==> src/rtl/bin2bcd_seq.sv <==
// bin2bcd_seq
//   Sequential binary-to-BCD converter using shift-and-add-3 (double dabble).
//   It converts one input bit per clock. Results are registered and held
//   between conversions, so a downstream display scanner can read them at
//   any time.
//
// Parameters
//   WIDTH    binary input width (4..17)
//   DIGITS   number of BCD digits produced (1..5)
//
// Ports
//   clk       system clock, rising edge
//   rst       synchronous active-high reset
//   start     conversion request, sampled only while idle
//   bin       unsigned binary value, captured when start is accepted
//   busy      high while bits are being shifted
//   done      one-cycle pulse; bcd/blank/overflow update in this cycle
//   bcd       packed BCD result, digit 0 in bits [3:0]
//   blank     leading-zero mask per digit; bit 0 is always 0
//   overflow  captured value exceeded 10^DIGITS-1; bcd saturates to all 9s
module bin2bcd_seq #(
    parameter int WIDTH  = 14,
    parameter int DIGITS = 4
) (
    input  logic                  clk,
    input  logic                  rst,
    input  logic                  start,
    input  logic [WIDTH-1:0]      bin,
    output logic                  busy,
    output logic                  done,
    output logic [4*DIGITS-1:0]   bcd,
    output logic [DIGITS-1:0]     blank,
    output logic                  overflow
);

    localparam int CW = $clog2(WIDTH + 1);

    function automatic int unsigned pow10_m1(input int n);
        int unsigned p;
        p = 32'd1;
        for (int i = 0; i < n; i++) begin
            p = p * 32'd10;
        end
        return p - 32'd1;
    endfunction

    localparam int unsigned       MAX_VAL   = pow10_m1(DIGITS);
    localparam logic [CW-1:0]     CNT_LOAD  = CW'(WIDTH);
    localparam logic [DIGITS-1:0] BLANK_RST = ~(DIGITS'(1));

    typedef enum logic [1:0] {
        IDLE  = 2'd0,
        SHIFT = 2'd1,
        DONE  = 2'd2
    } state_t;

    // Add 3 to every digit that is 5 or more, so the following doubling
    // carries correctly into the next decimal digit.
    function automatic logic [4*DIGITS-1:0] add3_all(input logic [4*DIGITS-1:0] v);
        logic [4*DIGITS-1:0] r;
        r = v;
        for (int d = 0; d < DIGITS; d++) begin
            if (v[4*d +: 4] >= 4'd5) begin
                r[4*d +: 4] = v[4*d +: 4] + 4'd3;
            end else begin
                r[4*d +: 4] = v[4*d +: 4];
            end
        end
        return r;
    endfunction

    // A digit is blanked when it and every more significant digit are zero;
    // the units digit always shows, and nothing is blanked on saturation.
    function automatic logic [DIGITS-1:0] blank_of(input logic [4*DIGITS-1:0] v,
                                                   input logic ovf);
        logic [DIGITS-1:0] m;
        logic              z;
        m = {DIGITS{1'b0}};
        z = 1'b1;
        for (int i = DIGITS - 1; i >= 1; i--) begin
            z    = z & (v[4*i +: 4] == 4'd0);
            m[i] = z;
        end
        if (ovf) begin
            m = {DIGITS{1'b0}};
        end
        return m;
    endfunction

    state_t              state_r, state_s;
    logic [WIDTH-1:0]    shreg_r;
    logic [4*DIGITS-1:0] scratch_r;
    logic [CW-1:0]       cnt_r;
    logic                ovf_r;
    logic                ovf_s;
    logic [4*DIGITS-1:0] adj_s;
    logic [4*DIGITS-1:0] scratch_s;
    logic [4*DIGITS-1:0] bcd_load_s;

    // Datapath helpers: range check on the raw input, adjust-and-shift step,
    // and the value that will be presented when the conversion finishes.
    always_comb begin
        ovf_s      = 32'(bin) > MAX_VAL;
        adj_s      = add3_all(scratch_r);
        scratch_s  = (adj_s << 1) | (4*DIGITS)'(shreg_r[WIDTH-1]);
        bcd_load_s = ovf_r ? {DIGITS{4'h9}} : scratch_s;
    end

    // Next-state logic.
    always_comb begin
        state_s = state_r;
        case (state_r)
            IDLE: begin
                if (start) begin
                    state_s = SHIFT;
                end else begin
                    state_s = IDLE;
                end
            end
            SHIFT: begin
                if (cnt_r == CW'(1)) begin
                    state_s = DONE;
                end else begin
                    state_s = SHIFT;
                end
            end
            DONE:    state_s = IDLE;
            default: state_s = IDLE;
        endcase
    end

    // State, datapath and registered outputs.
    always_ff @(posedge clk) begin
        if (rst) begin
            state_r   <= IDLE;
            shreg_r   <= {WIDTH{1'b0}};
            scratch_r <= {4*DIGITS{1'b0}};
            cnt_r     <= {CW{1'b0}};
            ovf_r     <= 1'b0;
            busy      <= 1'b0;
            done      <= 1'b0;
            bcd       <= {4*DIGITS{1'b0}};
            blank     <= BLANK_RST;
            overflow  <= 1'b0;
        end else begin
            state_r <= state_s;
            case (state_r)
                IDLE: begin
                    if (start) begin
                        shreg_r   <= bin;
                        scratch_r <= {4*DIGITS{1'b0}};
                        cnt_r     <= CNT_LOAD;
                        ovf_r     <= ovf_s;
                    end
                end
                SHIFT: begin
                    scratch_r <= scratch_s;
                    shreg_r   <= shreg_r << 1;
                    cnt_r     <= cnt_r - CW'(1);
                end
                default: begin
                end
            endcase
            // Results only change on the final shift into DONE.
            if ((state_r == SHIFT) && (state_s == DONE)) begin
                bcd      <= bcd_load_s;
                blank    <= blank_of(bcd_load_s, ovf_r);
                overflow <= ovf_r;
            end
            busy <= (state_s == SHIFT);
            done <= (state_s == DONE);
        end
    end

endmodule

==> config.mk <==
export PLATFORM = sky130hd
export DESIGN_NAME = bin2bcd_seq
export DESIGN_NICKNAME = d
export VERILOG_FILES = /design/src/rtl/bin2bcd_seq.sv
export SDC_FILE = /design/constraint.sdc
export NUM_CORES = 1
export LEC_CHECK = 0
export CAP_MARGIN = 30
export CELL_PAD_IN_SITES_DETAIL_PLACEMENT = 1
export CELL_PAD_IN_SITES_GLOBAL_PLACEMENT = 1
export CORE_ASPECT_RATIO = 1.4
export CORE_UTILIZATION = 36
export DETAILED_ROUTE_END_ITERATION = 8
export GPL_ROUTABILITY_DRIVEN = 0
export PLACE_DENSITY = 0.75
export SLEW_MARGIN = 20
export SYNTH_ARGS = -nofsm -noshare
export SYNTH_HDL_FRONTEND = slang
export SYNTH_SLANG_ARGS = --single-unit
==> constraint.sdc <==
create_clock -name clk -period 1.5 [get_ports clk]
set_clock_uncertainty 0.05 [all_clocks]
set_input_delay 0.3 -clock clk [delete_from_list [all_inputs] [get_ports clk]]
set_output_delay 0.3 -clock clk [all_outputs]
set_load 0.02 [all_outputs]
**Word-level counts from Yosys, hierarchy flattened**

Index checks and enable logic that the tools add are counted.

- Bits in registers: 60
- Input bits: 17
- Output and inout bits: 23
- Word-level logic and storage cells: 51

- Add/sub/neg operators: 5
- Magnitude comparators: 5
- Equality and inequality tests: 5
- Muxes and demuxes: 15
- Bitwise gates (word level): 3
- Reduce and logical (&&, ||, !) cells: 8

Operators with widths:

| cell | count |
|---|---|
| two-way mux 16 bit | 2 |
| case mux 16 bit (2 select lines) | 1 |
| case mux 14 bit (2 select lines) | 1 |
| two-way mux 4 bit | 5 |
| >= comparator 4 x 3 -> 1 bit, second input constant | 4 |
| bitwise OR 16 x 1 -> 16 bit | 1 |
| greater-than comparator 14 bit, second input constant | 1 |
| two-way mux 14 bit | 1 |
| adder 4 x 2 -> 4 bit, second input constant | 3 |
| zero test 4 bit | 3 |
| case mux 4 bit (2 select lines) | 1 |
| equality test 2 x 1 -> 1 bit, second input constant | 2 |
| equality test 4 x 1 -> 1 bit, second input constant | 1 |
| case mux 2 bit (2 select lines) | 1 |
| AND reduction 2 bit | 2 |
| subtractor 4 x 1 -> 4 bit, second input constant | 1 |
| adder 3 x 2 -> 3 bit, second input constant | 1 |
| two-way mux 3 bit | 1 |
| AND 1 bit | 2 |
| equality test 2 bit, second input constant | 1 |
| zero test 2 bit | 1 |
| two-way mux 2 bit | 1 |
| != test 2 bit, second input constant | 1 |
| nonzero test 2 bit | 1 |
| other kinds (2) | 2 |

**Logic depth before layout (Yosys ltp)**

Gate-level depths: netlist (run 1).

- Depth in word-level cells: 8
- Mapped depth: 7
- Gate-level depth less buffers: 7

**Least setup slack after synthesis (run 1)**

OpenSTA, ideal clock, no wires.

- Path type: register to register
- From: register scratch_r[13]
- To: register blank[1]
- Setup time: 0.087 ns
- Data arrival time: 1.504 ns
- Required time: 1.363 ns
- Path slack: -0.141 ns
- Cell stages (with the launch flop): 8
- Path buffers: 0
- Period minus slack after synthesis: 1.641 ns
- Path through: dfxtp_1 -> inv_1 -> ha_1 -> nand2b_1 -> a21oi_1 -> mux2i_1 -> nand3_1 -> o31ai_1

- Word-level cells in the longest chain between the ends: 8
- Elaborated cells between the ends (all ways): 9
- Classes of those cells: add/sub (1); order compare (1); mux (3); bitwise (3); reduce/logical (1)

RTL lines:

| item | line | RTL |
|---|---|---|
| start, declared | 92 | `logic [4*DIGITS-1:0] scratch_r;` |
| start signal, assigned | 137 | `scratch_r <= {4*DIGITS{1'b0}};` |
| start signal, assigned | 151 | `scratch_r <= {4*DIGITS{1'b0}};` |
| start signal, assigned | 157 | `scratch_r <= scratch_s;` |
| >= comparator 4 x 3 -> 1 bit / adder 3 x 2 -> 3 bit (equally long branches) | 63, 64 |  |
| two-way mux 3 bit (*) | 63 | `if (v[4*d +: 4] >= 4'd5) begin` |
| bitwise OR 16 x 1 -> 16 bit (*) | 105 | `scratch_s = (adj_s << 1) \| (4*DIGITS)'(shreg_r[WIDTH-1]);` |
| two-way mux 16 bit (*) | 106 | `bcd_load_s = ovf_r ? {DIGITS{4'h9}} : scratch_s;` |
| zero test 4 bit (*) | 81 | `z = z & (v[4*i +: 4] == 4'd0);` |
| AND 1 bit (*) (2 in series) | 81 |  |
| two-way mux 4 bit (*) | 84 | `if (ovf) begin` |
| end signal, assigned | 167 | `blank <= blank_of(bcd_load_s, ovf_r);` |
| end, declared | 32 | `output logic [DIGITS-1:0] blank,` |

Mark *: on every way between the ends. The rest lies on a longest branch, timed or not.
A chain may end at the register's enable or synchronous reset.

**Final worst setup path (run 1)**

Same ends and word-level chain as after synthesis.

==> results of run 1 <==
## kinds of logic (layout without fill, tap and decap cells)
group,after synthesis,count (layout)
fa+ha+maj,10,10
buf+inv,33,111
flops,59,59
xor+xnor,6,6
other cells,1,1
simple gates,136,136
compound gates,75,75
mux,5,5
## area by class of cell
class	count	area, um2	share of cell area, %
clock buffer	11	141	3.49
clock inverter	5	52.6	1.30
inverter	10	50.0	1.23
multi-input combinational	233	1730	42.6
sequential	59	1200	29.7
tap	95	119	2.93
timing repair buffer	85	761	18.8
## flip-flops by register name, summed over array words and instances (netlist names)
signal and count:
bcd 16, blank 3, busy 1, cnt_r 4
done 1, overflow 1, ovf_r 1, scratch_r 16
shreg_r 14, state_r 2
## cell usage after synthesis, drive strengths merged
library cell | number | share of area [%]
a211oi | 8 | 2.3
a21o | 1 | 0.28
a21oi | 32 | 6.2
a221oi | 1 | 0.33
a22o | 1 | 0.33
a22oi | 8 | 2.3
a311oi | 12 | 4.0
a31oi | 2 | 0.47
and2 | 1 | 0.24
and2b | 1 | 0.28
and3 | 1 | 0.24
buf | 16 | 2.8
clkbuf | 7 | 0.99
conb | 1 | 0.14
dfxtp | 59 | 45
ha | 10 | 4.7
inv | 10 | 1.4
mux2i | 5 | 1.9
nand2 | 45 | 6.4
nand2b | 8 | 1.9
nand3 | 18 | 3.6
nand4bb | 1 | 0.42
nor2 | 47 | 6.7
nor3 | 6 | 1.3
nor3b | 6 | 1.7
nor4 | 2 | 0.47
o211ai | 1 | 0.28
o21a | 1 | 0.28
o21ai | 6 | 1.1
o311ai | 1 | 0.33
o31ai | 1 | 0.28
xnor2 | 5 | 1.7
xor2 | 1 | 0.33
## cells in the final DEF, fill, tap and decap left out, drive strengths merged, types with 11 or more instances in the layout
cell	synthesis	final
nand2	45	45
dlygate4sd2	0	22
nor2	47	47
clkdlybuf4s50	0	15
buf	16	48
a311oi	12	12
clkbuf	7	11
dfxtp	59	59
nand3	18	18
a21oi	32	32
## timing repair
item,4_1_cts,5_1_grt
gates resized for setup,73,48
setup endpoints to repair,47,31
cloned,0,0
pin swaps,17,20
setup buffers,3,6
## per-stage QoR
stage                     cell area [um2]  std cells  hold WS (ns)
after global placement               3380        473         0.400
final                                4060        498         0.212
after global routing                 4060        498         0.211
after CTS                            3800        492         0.202
after floorplan                      2660        325         0.386
after detailed placement             3380        473         0.409
## routing by layer
| metal | track usage (%) | vias to the layer above | share of wire, % |
|---|---|---|---|
| met5 | 0 | - | 0 |
| met4 | 16.6 | 0 | 3.3 |
| met3 | 5.45 | 25 | 2.9 |
| met2 | 40.3 | 56 | 55 |
| met1 | 24.7 | 1331 | 39 |
| li1 | - | 1272 | - |
## worst min-delay path by stage
stage                  endpoint  slack [ns]     start
finish              shreg_r[10]        0.21       rst
global route         shreg_r[5]        0.21       rst
CTS                       ovf_r        0.20       rst
detailed placement     blank[3]        0.41  blank[3]
global placement       blank[3]        0.40  blank[3]
floorplan            shreg_r[0]        0.39    bin[0]
## power breakdown
group          switching, uW  leakage [uW]  internal [uW]  total, uW
Sequential              42.4      0.000487           1630       1670
Combinational            259      0.000987            184        443
Clock                    660     0.0000991            803       1460
## worst max-delay path: cells and delay by family (launching register included)
kind / cells / cell delay, ns
compound gates: 2 / 0.42
fa+ha+maj: 1 / 0.14
buf+inv: 1 / 0.05
flops: 1 / 0.35
mux: 1 / 0.34
simple gates: 2 / 0.29
==> metrics.md, run 1 <==
| Metric | Value |
|---|---|
| Status | `complete, but fails checks` |
| Violated checks | `setup timing` |
| Largest stage delay, worst path | `0.35 ns` |
| Io pins | `40` |
| Post-synthesis sequential area ratio | `around 45%` |
| Routed wire per std cell | `between 15 and 20 um` |
| Post-DP HPWL | `about 5200 um` |
| Fraction of layout cells with a size suffix above 1 | `about a third` |
| CTS Buffer Depth | `2` |
| First-pass GRT wire length | `~14,000 um` |
| Clk_lat worst skew | `between 0.3 and 0.4 ns` |
| Max-cap violations | `0` |
| CP Capture Point | `blank[1]` |
| Simple-Gate Fraction of Synth Area | `a little under a quarter` |
| Reg2Reg Depth | `7` |
| DP Worst Slack | `-0.210 ns` |
| CTS tree | `built` |
| Crit path max fanout | `3` |
| Synth unique cells | `39` |
| Initial antenna violation count | `0` |
| Ys Warns | `0` |
| Post-synthesis mux area share | `about 1.9%` |
| Arr. time, crit path | `~2.0 ns` |
| Die ar. | `roughly 7700 um2` |
| Detailed Route WL | `~9200 um` |
| Crit path cell chain | `inv_4 > ha_4 > nand2b_4 > a21oi_4 > mux2i_1 > nand3_2 > o31ai_2` |
| Syn nets | `about 350` |
| Clock sink count | `59` |
| Startpoint Class | `flip-flop` |
| H-tree levels | `3` |
| Pin count of the biggest net entering global routing | `32` |
| Hold Buf Count CTS | `0` |
| Worst Path Class, Setup | `reg2reg` |
| Synth Area in Compound Gates | `a little under a fifth` |
| Synth Register Bits | `a little under 60` |
| Design Power | `around 3600 uW` |
| Utilization after layout | `between 50% and 60%` |
| TNS Setup | `-1.67 ns` |
| Final WS setup | `-0.228 ns` |
| Via density per instance | `approximately 5.4` |
| Final Cycle Share | `115%` |
| Synth Area in XOR/XNOR | `a little under 2%` |
| Final Max Slew Viols | `0` |
| VDD IR max | `a little over 0.6 mV` |
| P per Cell Area | `between 800 and 900 nW/um2` |
| Final Setup Violations | `20` |
| R2R Setup Slk | `-0.23 ns` |
| CTS Buf Count | `9` |
| Total track usage | `about a quarter` |
| Setup crit end kind | `flip-flop` |
| Syn Area/Cell | `between 8 and 9 um2` |
| Reg2reg end | `blank[1]` |
| Layout Nets | `~430` |
| Root Buffer | `clkbuf_8` |
| Chip Width | `between 70 and 80 um` |
| Mapped Cells | `roughly 330` |
| DRC errors left | `0` |
| Largest family of logic cells by synthesized area | `simple AND/OR/NAND/NOR gates` |
| Vias in the first global route | `between 2,000 and 3,000` |
| Fill count | `slightly above 800` |
| Antenna diode count | `0` |
| Max Fclk | `0.579 GHz` |
| HP Class | `in2reg` |
| Initial cell density of the core | `a little under two fifths` |
| Clock transition at path regs | `around 0.07 ns` |
| # port buffers | `38` |
| Final Hold Fails | `0` |
| Worst r2r src | `scratch_r[13]` |
| Critical Path Start | `scratch_r[13]` |
| DR iter-0 viols | `89` |
| Fin crit period | `between 1.5 and 2 ns` |
| Area of the mapped netlist | `around 2700 um2` |
| RSZ-0062 raised after global routing | `true` |
| Vias | `2,684` |
| GR Overflow Total | `0` |
| Core area | `between 7000 and 8000 um2` |
| Adder-Cell Fraction of Synth Area | `under 10%` |
| Area grow syn2layout | `52.9%` |
| Lkg Pwr | `approximately 0.0016 uW` |
| Req. time, crit path | `about 1.7 ns` |
| Critical Path Slowest Stage Cell | `dfxtp_2` |
| Drt pass-1 iters | `4` |
| Antenna Nets Post-Route | `0` |
| Die span in y | `between 100 and 150 um` |
| Hold path depth | `2` |
| FP Rows | `36` |
Note: power is estimated with default switching activity, not from simulation.
==> inputs of run 2 (changes only) <==
--- a/constraint.sdc
+++ b/constraint.sdc
@@ -4,2 +4,2 @@
 set_output_delay 0.3 -clock clk [all_outputs]
-set_load 0.02 [all_outputs]
+set_load 0.01 [all_outputs]
==> run 2 against run 1 <==
  * The flow still finishes with violations (setup timing)
  * Maximum frequency decreased by 0.60%
  * Critical path depth unchanged
  * Via count decreased by 0.86%
  * Sequential power about the same
  * Design area decreased by 0.99%
  * Clock power about the same
  * Register-to-register slack about the same
  * Core utilization decreased by 0.57 points
  * First-iteration DRC count increased by 27%
  * Critical path type unchanged
  * Largest cell class unchanged
  * Largest power group unchanged
==> metrics.md, run 2 (synthesis gave the netlist of run 1 again) <==
| Metric | Value |
|---|---|
| Status | `complete, but fails checks` |
| Violated checks | `setup timing` |
| Vias | `2,661 (-0.86%)` |
| Via density per instance | `5.36 (-0.46%)` |
| Arr. time, crit path | `1.96 ns (about the same)` |
| WHS Endpoint | `shreg_r[5]` |
| Total internal power | `2620 uW (+0.13%)` |
| Footprint of the multi-input gates | `1710 um2 (-0.87%)` |
| Final Hold Fails | `0 (unchanged)` |
| Clock transition at path regs | `0.07 ns (about the same)` |
| Final Setup Violations | `21 (+5.0%)` |
| Fill count | `808 (-0.49%)` |
| HP Class | `in2reg` |
| CTS Buffer Depth | `2 (unchanged)` |
| Most common cell after layout, fill and taps aside | `dfxtp_1` |
| DRC errors left | `0 (unchanged)` |
| Largest registers | `bcd (16), scratch_r (16), shreg_r (14)` |
| Hold path start | `rst` |
| Die span in y | `104 um (unchanged)` |
| Die ar. | `7720 um2 (unchanged)` |
| P per Cell Area | `891 nW/um2 (+1.1%)` |
| Most frequent cells in the layout | `dfxtp_1 (50), nor2_1 (47), nand2_1 (43)` |
| FP Rows | `36 (unchanged)` |
| Critical Path Slowest Stage Cell | `dfxtp_2` |
| Top delay family on crit path | `compound AO/OA/AOI/OAI gates` |
| Hold slack | `0.218 ns (+0.00692 ns)` |
| DR iter-0 viols | `113 (+27%)` |
| Chip Width | `74.5 um (unchanged)` |
| Dpl cells | `473 (unchanged)` |
| Max-cap violations | `0 (unchanged)` |
| Final WS setup | `-0.238 ns (-0.0104 ns)` |
| Seq pwr share | `46.7% (about the same)` |
| VDD IR max | `0.622 mV (+2.4%)` |
| Routed wire per std cell | `18.1 um (-2.0%)` |
| CTS Buf Count | `9 (unchanged)` |
| Total track usage | `22.8% (-0.88 points)` |
| Worst Path Class, Setup | `reg2reg` |
| Hold path depth | `2 (unchanged)` |
| Reg2reg end | `blank[1]` |
| Hold Buf Count CTS | `0 (unchanged)` |
| RSZ-0062 raised after global routing | `true` |
| Post-DP HPWL | `5160 um (unchanged)` |
| Drt pass-1 iters | `4 (unchanged)` |
| Comb power frac | `12.1% (-0.3 points)` |
| R2R Setup Slk | `-0.24 ns (about the same)` |
| Final Cycle Share | `116% (+0.70 points)` |
| Fin crit period | `1.74 ns (+0.0104 ns)` |
| Detailed Route WL | `8960 um (-2.4%)` |
| Clk_lat worst skew | `0.36 ns (about the same)` |
| Buffers & Inverters on Critical Path | `1 (unchanged)` |
| Non-Filler Instances | `496 (-0.40%)` |
| Register area | `1200 um2 (-0.31%)` |
| Vias in the first global route | `2,799 (-3.1%)` |
| Lkg Pwr | `0.00154 uW (-2.0%)` |
| Initial cell density of the core | `37.7% (unchanged)` |
| Root Buffer | `clkbuf_8` |
| Worst r2r src | `scratch_r[13]` |
| Max Fclk | `0.575 GHz (-0.60%)` |
| Crit path max fanout | `4 (+1)` |
| CTS tree | `built` |
| First-pass GRT wire length | `13,200 um (-3.8%)` |
| H-tree levels | `3 (unchanged)` |
| Utilization after layout | `57.2% (-0.57 points)` |
| Layout Nets | `423 (-0.47%)` |
| GR Overflow Total | `0 (unchanged)` |
| Antenna Nets Post-Route | `0 (unchanged)` |
| Core area | `7030 um2 (unchanged)` |
| Pin count of the biggest net entering global routing | `32 (unchanged)` |
| Antenna diode count | `0 (unchanged)` |
| Reg2Reg Depth | `7 (unchanged)` |
| Clock power frac | `41.2% (+0.3 points)` |
| # port buffers | `38 (unchanged)` |
| Largest stage delay, worst path | `0.36 ns (about the same)` |
| Io pins | `40 (unchanged)` |
| Area grow syn2layout | `51.4%` |
| Switching Share | `26.8% (-0.053 points)` |
| Final Max Slew Viols | `0 (unchanged)` |
| Fraction of layout cells with a size suffix above 1 | `32.7% (-1.6 points)` |
| Crit path cell chain | `inv_4 > ha_4 > nand2b_4 > a21oi_4 > mux2i_2 > nand3_2 > o31ai_4` |
| Req. time, crit path | `1.72 ns (about the same)` |
| Initial antenna violation count | `0 (unchanged)` |
| Setup crit end kind | `flip-flop` |
| Sw Pwr | `960 uW (-0.14%)` |
| Startpoint Class | `flip-flop` |
| Clock sink count | `59 (unchanged)` |
run 2: cell count changes in the layout (fill, tap and decap cells not counted), sizes merged:
cell / previous run / this run
buf: 48 / 46
run 2: worst max path at each step:
| stage | from | end | slack [ns] | depth (start not counted) |
|---|---|---|---|---|
| after floorplan | scratch_r[8] | blank[1] | 0.0007 | 7 |
| after global placement | bin[7] | ovf_r | -0.14 | 5 |
| after detailed placement | scratch_r[5] | blank[1] | -0.21 | 7 |
| after CTS | scratch_r[13] | blank[1] | -0.13 | 7 |
| after global routing | scratch_r[5] | blank[1] | -0.31 | 7 |
| final | scratch_r[13] | blank[1] | -0.24 | 7 |
run 2: power groups by stage:
stage | registers (uW) | logic (uW) | clock network (uW)
after floorplan | 1710 | 231 | 0
after global placement | 1710 | 405 | 0
after detailed placement | 1710 | 418 | 0
after CTS | 1670 | 418 | 1490
after global routing | 1680 | 481 | 1560
final | 1670 | 432 | 1470
run 2: worst reg2reg max path, cell delays in order, from the launching register on:
cell and delay, ns:
dfxtp_2 0.36, inv_4 0.06, ha_4 0.15, nand2b_4 0.15, a21oi_4 0.16, mux2i_2 0.31
nand3_2 0.17, o31ai_4 0.25
run 2: per-stage QoR:
stage / total power, uW / setup TNS (ns) / instance area, um2 / worst slack (ns)
5_1_grt: 3730 / -3.40 / 4020 / -0.308
3_3_place_gp: 2110 / -1.36 / 3380 / -0.137
6_report: 3580 / -1.93 / 4020 / -0.238
3_5_place_dp: 2130 / -3.51 / 3380 / -0.210
4_1_cts: 3580 / -0.553 / 3740 / -0.130
2_1_floorplan: 1940 / 0 / 2660 / 0.000742
run 2: final cells by class:
class | instances | share of cell area [%]
clock buffers | 11 | 3.52
clock inverters | 5 | 1.31
inverters | 10 | 1.18
multi-input cells | 233 | 42.7
flip-flops and latches | 59 | 29.9
well taps | 95 | 2.96
repair buffers | 83 | 18.5
run 2: timing repair:
action / in CTS / in global routing
pin swaps: 14 / 18
setup endpoints to repair: 47 / 30
buffers inserted: 1 / 6
gates resized for setup: 65 / 47
run 2: layer usage:
metal	GRT usage, %	vias up	wire length, um
li1	-	1266	-
met1	23.1	1314	3380
met2	40.5	57	5020
met3	5.16	24	274
met4	13.9	0	290
met5	0	-	0
==> inputs of run 3 (changes only) <==
- CELL_PAD_IN_SITES_DETAIL_PLACEMENT: 1 -> not set
- CELL_PAD_IN_SITES_GLOBAL_PLACEMENT: 1 -> not set
- CORE_UTILIZATION: 36 -> 48
==> run 3 against run 2 <==
  * The run still ends with setup timing left
  * Critical path depth grew 1
  * Clock power shrank 12%
  * Register-to-register slack is essentially flat
  * Final cell count shrank 5.4%
  * Combinational power grew 7.4%
  * Sequential power is essentially flat
  * Core utilization grew 21 points
  * Critical endpoint unchanged
==> metrics.md, run 3 (synthesis gave the netlist of run 1 again) <==
| Metric | Value |
|---|---|
| TNS Setup | `-1.84 ns (+0.0861 ns)` |
| Post-route cell area | `4090 um2 (+1.7%)` |
| Violated checks | `setup timing` |
| Detailed Route WL | `7940 um (-11%)` |
| Lkg Pwr | `0.00158 uW (+2.7%)` |
| Area grow syn2layout | `54.1%` |
| Fraction of layout cells with a size suffix above 1 | `34.5% (+1.8 points)` |
| Startpoint Class | `flip-flop` |
| Arr. time, crit path | `1.93 ns (-0.03 ns)` |
| Final Hold Fails | `0 (unchanged)` |
| DR iter-0 viols | `166 (+47%)` |
| Routed wire per std cell | `16.9 um (-6.3%)` |
| CTS Buffer Depth | `2 (unchanged)` |
| Max Fclk | `0.580 GHz (+0.81%)` |
| CTS Buf Count | `9 (unchanged)` |
| Final Cycle Share | `115% (-0.93 points)` |
| Pin count of the biggest net entering global routing | `60 (+88%)` |
| H-tree levels | `3 (unchanged)` |
| Layout Nets | `425 (+0.47%)` |
| Core area | `5240 um2 (-25%)` |
| P per Cell Area | `838 nW/um2 (-5.9%)` |
| Vias in the first global route | `2,616 (-6.5%)` |
| Final WS setup | `-0.224 ns (+0.0139 ns)` |
| HP Class | `in2reg` |
| Crit path max fanout | `3 (-1)` |
| Antenna Nets Post-Route | `0 (unchanged)` |
| RSZ-0062 raised after global routing | `true` |
| Via density per instance | `5.72 (+6.6%)` |
| Largest registers | `bcd (16), scratch_r (16), shreg_r (14)` |
| Clk_lat worst skew | `0.34 ns (-0.02 ns)` |
| Utilization after layout | `78.0% (+21 points)` |
| Status | `complete, but fails checks` |
| DP Worst Slack | `-0.256 ns (-0.0460 ns)` |
| Clock transition at path regs | `0.06 ns (about the same)` |
| Most frequent cells in the layout | `dfxtp_1 (51), nor2_1 (45), nand2_1 (44)` |
| FP Rows | `31 (-14%)` |
| DRC errors left | `0 (unchanged)` |
| Max-cap violations | `0 (unchanged)` |
| Root Buffer | `clkbuf_8` |
| Total track usage | `25.5% (+2.7 points)` |
| Post-DP HPWL | `4140 um (-20%)` |
| Io pins | `40 (unchanged)` |
| DP Area | `3360 um2 (-0.63%)` |
| Final Max Slew Viols | `0 (unchanged)` |
| Worst Path Class, Setup | `reg2reg` |
| Drt pass-1 iters | `5 (+1)` |
| VDD IR max | `0.826 mV (+33%)` |
| Fin crit period | `1.72 ns (-0.0139 ns)` |
| Die ar. | `5830 um2 (-24%)` |
| Final Setup Violations | `23 (+9.5%)` |
| Worst-Margin Slew | `~0.57 ns` |
| Vias | `2,681 (+0.75%)` |
| CTS tree | `built` |
| First-pass GRT wire length | `11,600 um (-13%)` |
| GR Overflow Total | `0 (unchanged)` |
| Die span in y | `90.0 um (-13%)` |
| Antenna diode count | `0 (unchanged)` |
| Initial antenna violation count | `0 (unchanged)` |
| Req. time, crit path | `1.71 ns (about the same)` |
| Clock sink count | `59 (unchanged)` |
| # port buffers | `38 (unchanged)` |
| Chip Width | `64.8 um (-13%)` |
| Relative slew slack | `around 60%` |
| Most common cell after layout, fill and taps aside | `dfxtp_1` |
| Setup crit end kind | `flip-flop` |
| Initial cell density of the core | `50.7% (+13 points)` |
-- run 3: cell types whose count changed in the layout (fill, tap and decap cells not counted), sizes merged --
cell      previous run  this run
bufinv               1         0
buf                 46        48
clkinv               3         2
clkbuf              11        14
clkinvlp             1         0
-- run 3: per-layer routing --
| layer | routed length [um] | up-vias | track usage (%) | part of all wire (%) |
|---|---|---|---|---|
| met4 | 286 | 0 | 11.5 | 3.6 |
| met1 | 2940 | 1288 | 27.3 | 37 |
| met5 | 0 | - | 0 | 0 |
| li1 | - | 1267 | - | - |
| met2 | 4310 | 94 | 45.8 | 54 |
| met3 | 409 | 32 | 5.96 | 5.2 |
-- run 3: stage by stage --
stage / cells / hold WS [ns] / total power (uW)
floorplan: 325 / 0.386 / 1940
global placement: 446 / 0.395 / 2110
detailed placement: 446 / 0.400 / 2120
CTS: 466 / 0.366 / 3380
global route: 469 / 0.373 / 3560
finish: 469 / 0.368 / 3430
-- run 3: final timing paths --
path / from / end / slack (ns) / cells after the start
worst max-delay path: scratch_r[9] / blank[1] / -0.22 / 8
worst min register to register: overflow / overflow / 0.41 / 2
worst min-delay path: rst / bcd[9] / 0.37 / 3
worst max register to register: scratch_r[9] / blank[1] / -0.22 / 8
-- run 3: timing repair --
item	CTS	global route
buffers inserted	5	5
resized for setup	58	73
endpoints found under the setup margin	48	38
hold buffers	0	0
pin swaps	10	26
hold endpoints to repair	0	0
cloned	0	0
-- run 3: area by class of cell --
| cell class | count | area [um2] |
|---|---|---|
| multi-input combinational | 233 | 1820 |
| sequential | 59 | 1200 |
| fill | 350 | 1150 |
| timing repair buffer | 85 | 764 |
| clock buffer | 14 | 163 |
| tap | 66 | 82.6 |
| inverter | 10 | 47.5 |
| clock inverter | 2 | 10.0 |
-- run 3: power breakdown --
| part | switching (uW) | internal (uW) |
|---|---|---|
| registers | 41.3 | 1630 |
| clock network | 606 | 686 |
| logic | 255 | 209 |
| total | 902 | 2520 |
-- run 3: worst max-delay path, stage by stage, from the launching register on --
cell	delay, ns
dfxtp_2	0.36
inv_4	0.06
ha_4	0.14
nand2b_4	0.13
a21o_1	0.20
nor3_1	0.20
o211ai_1	0.14
buf_4	0.17
o31ai_4	0.18
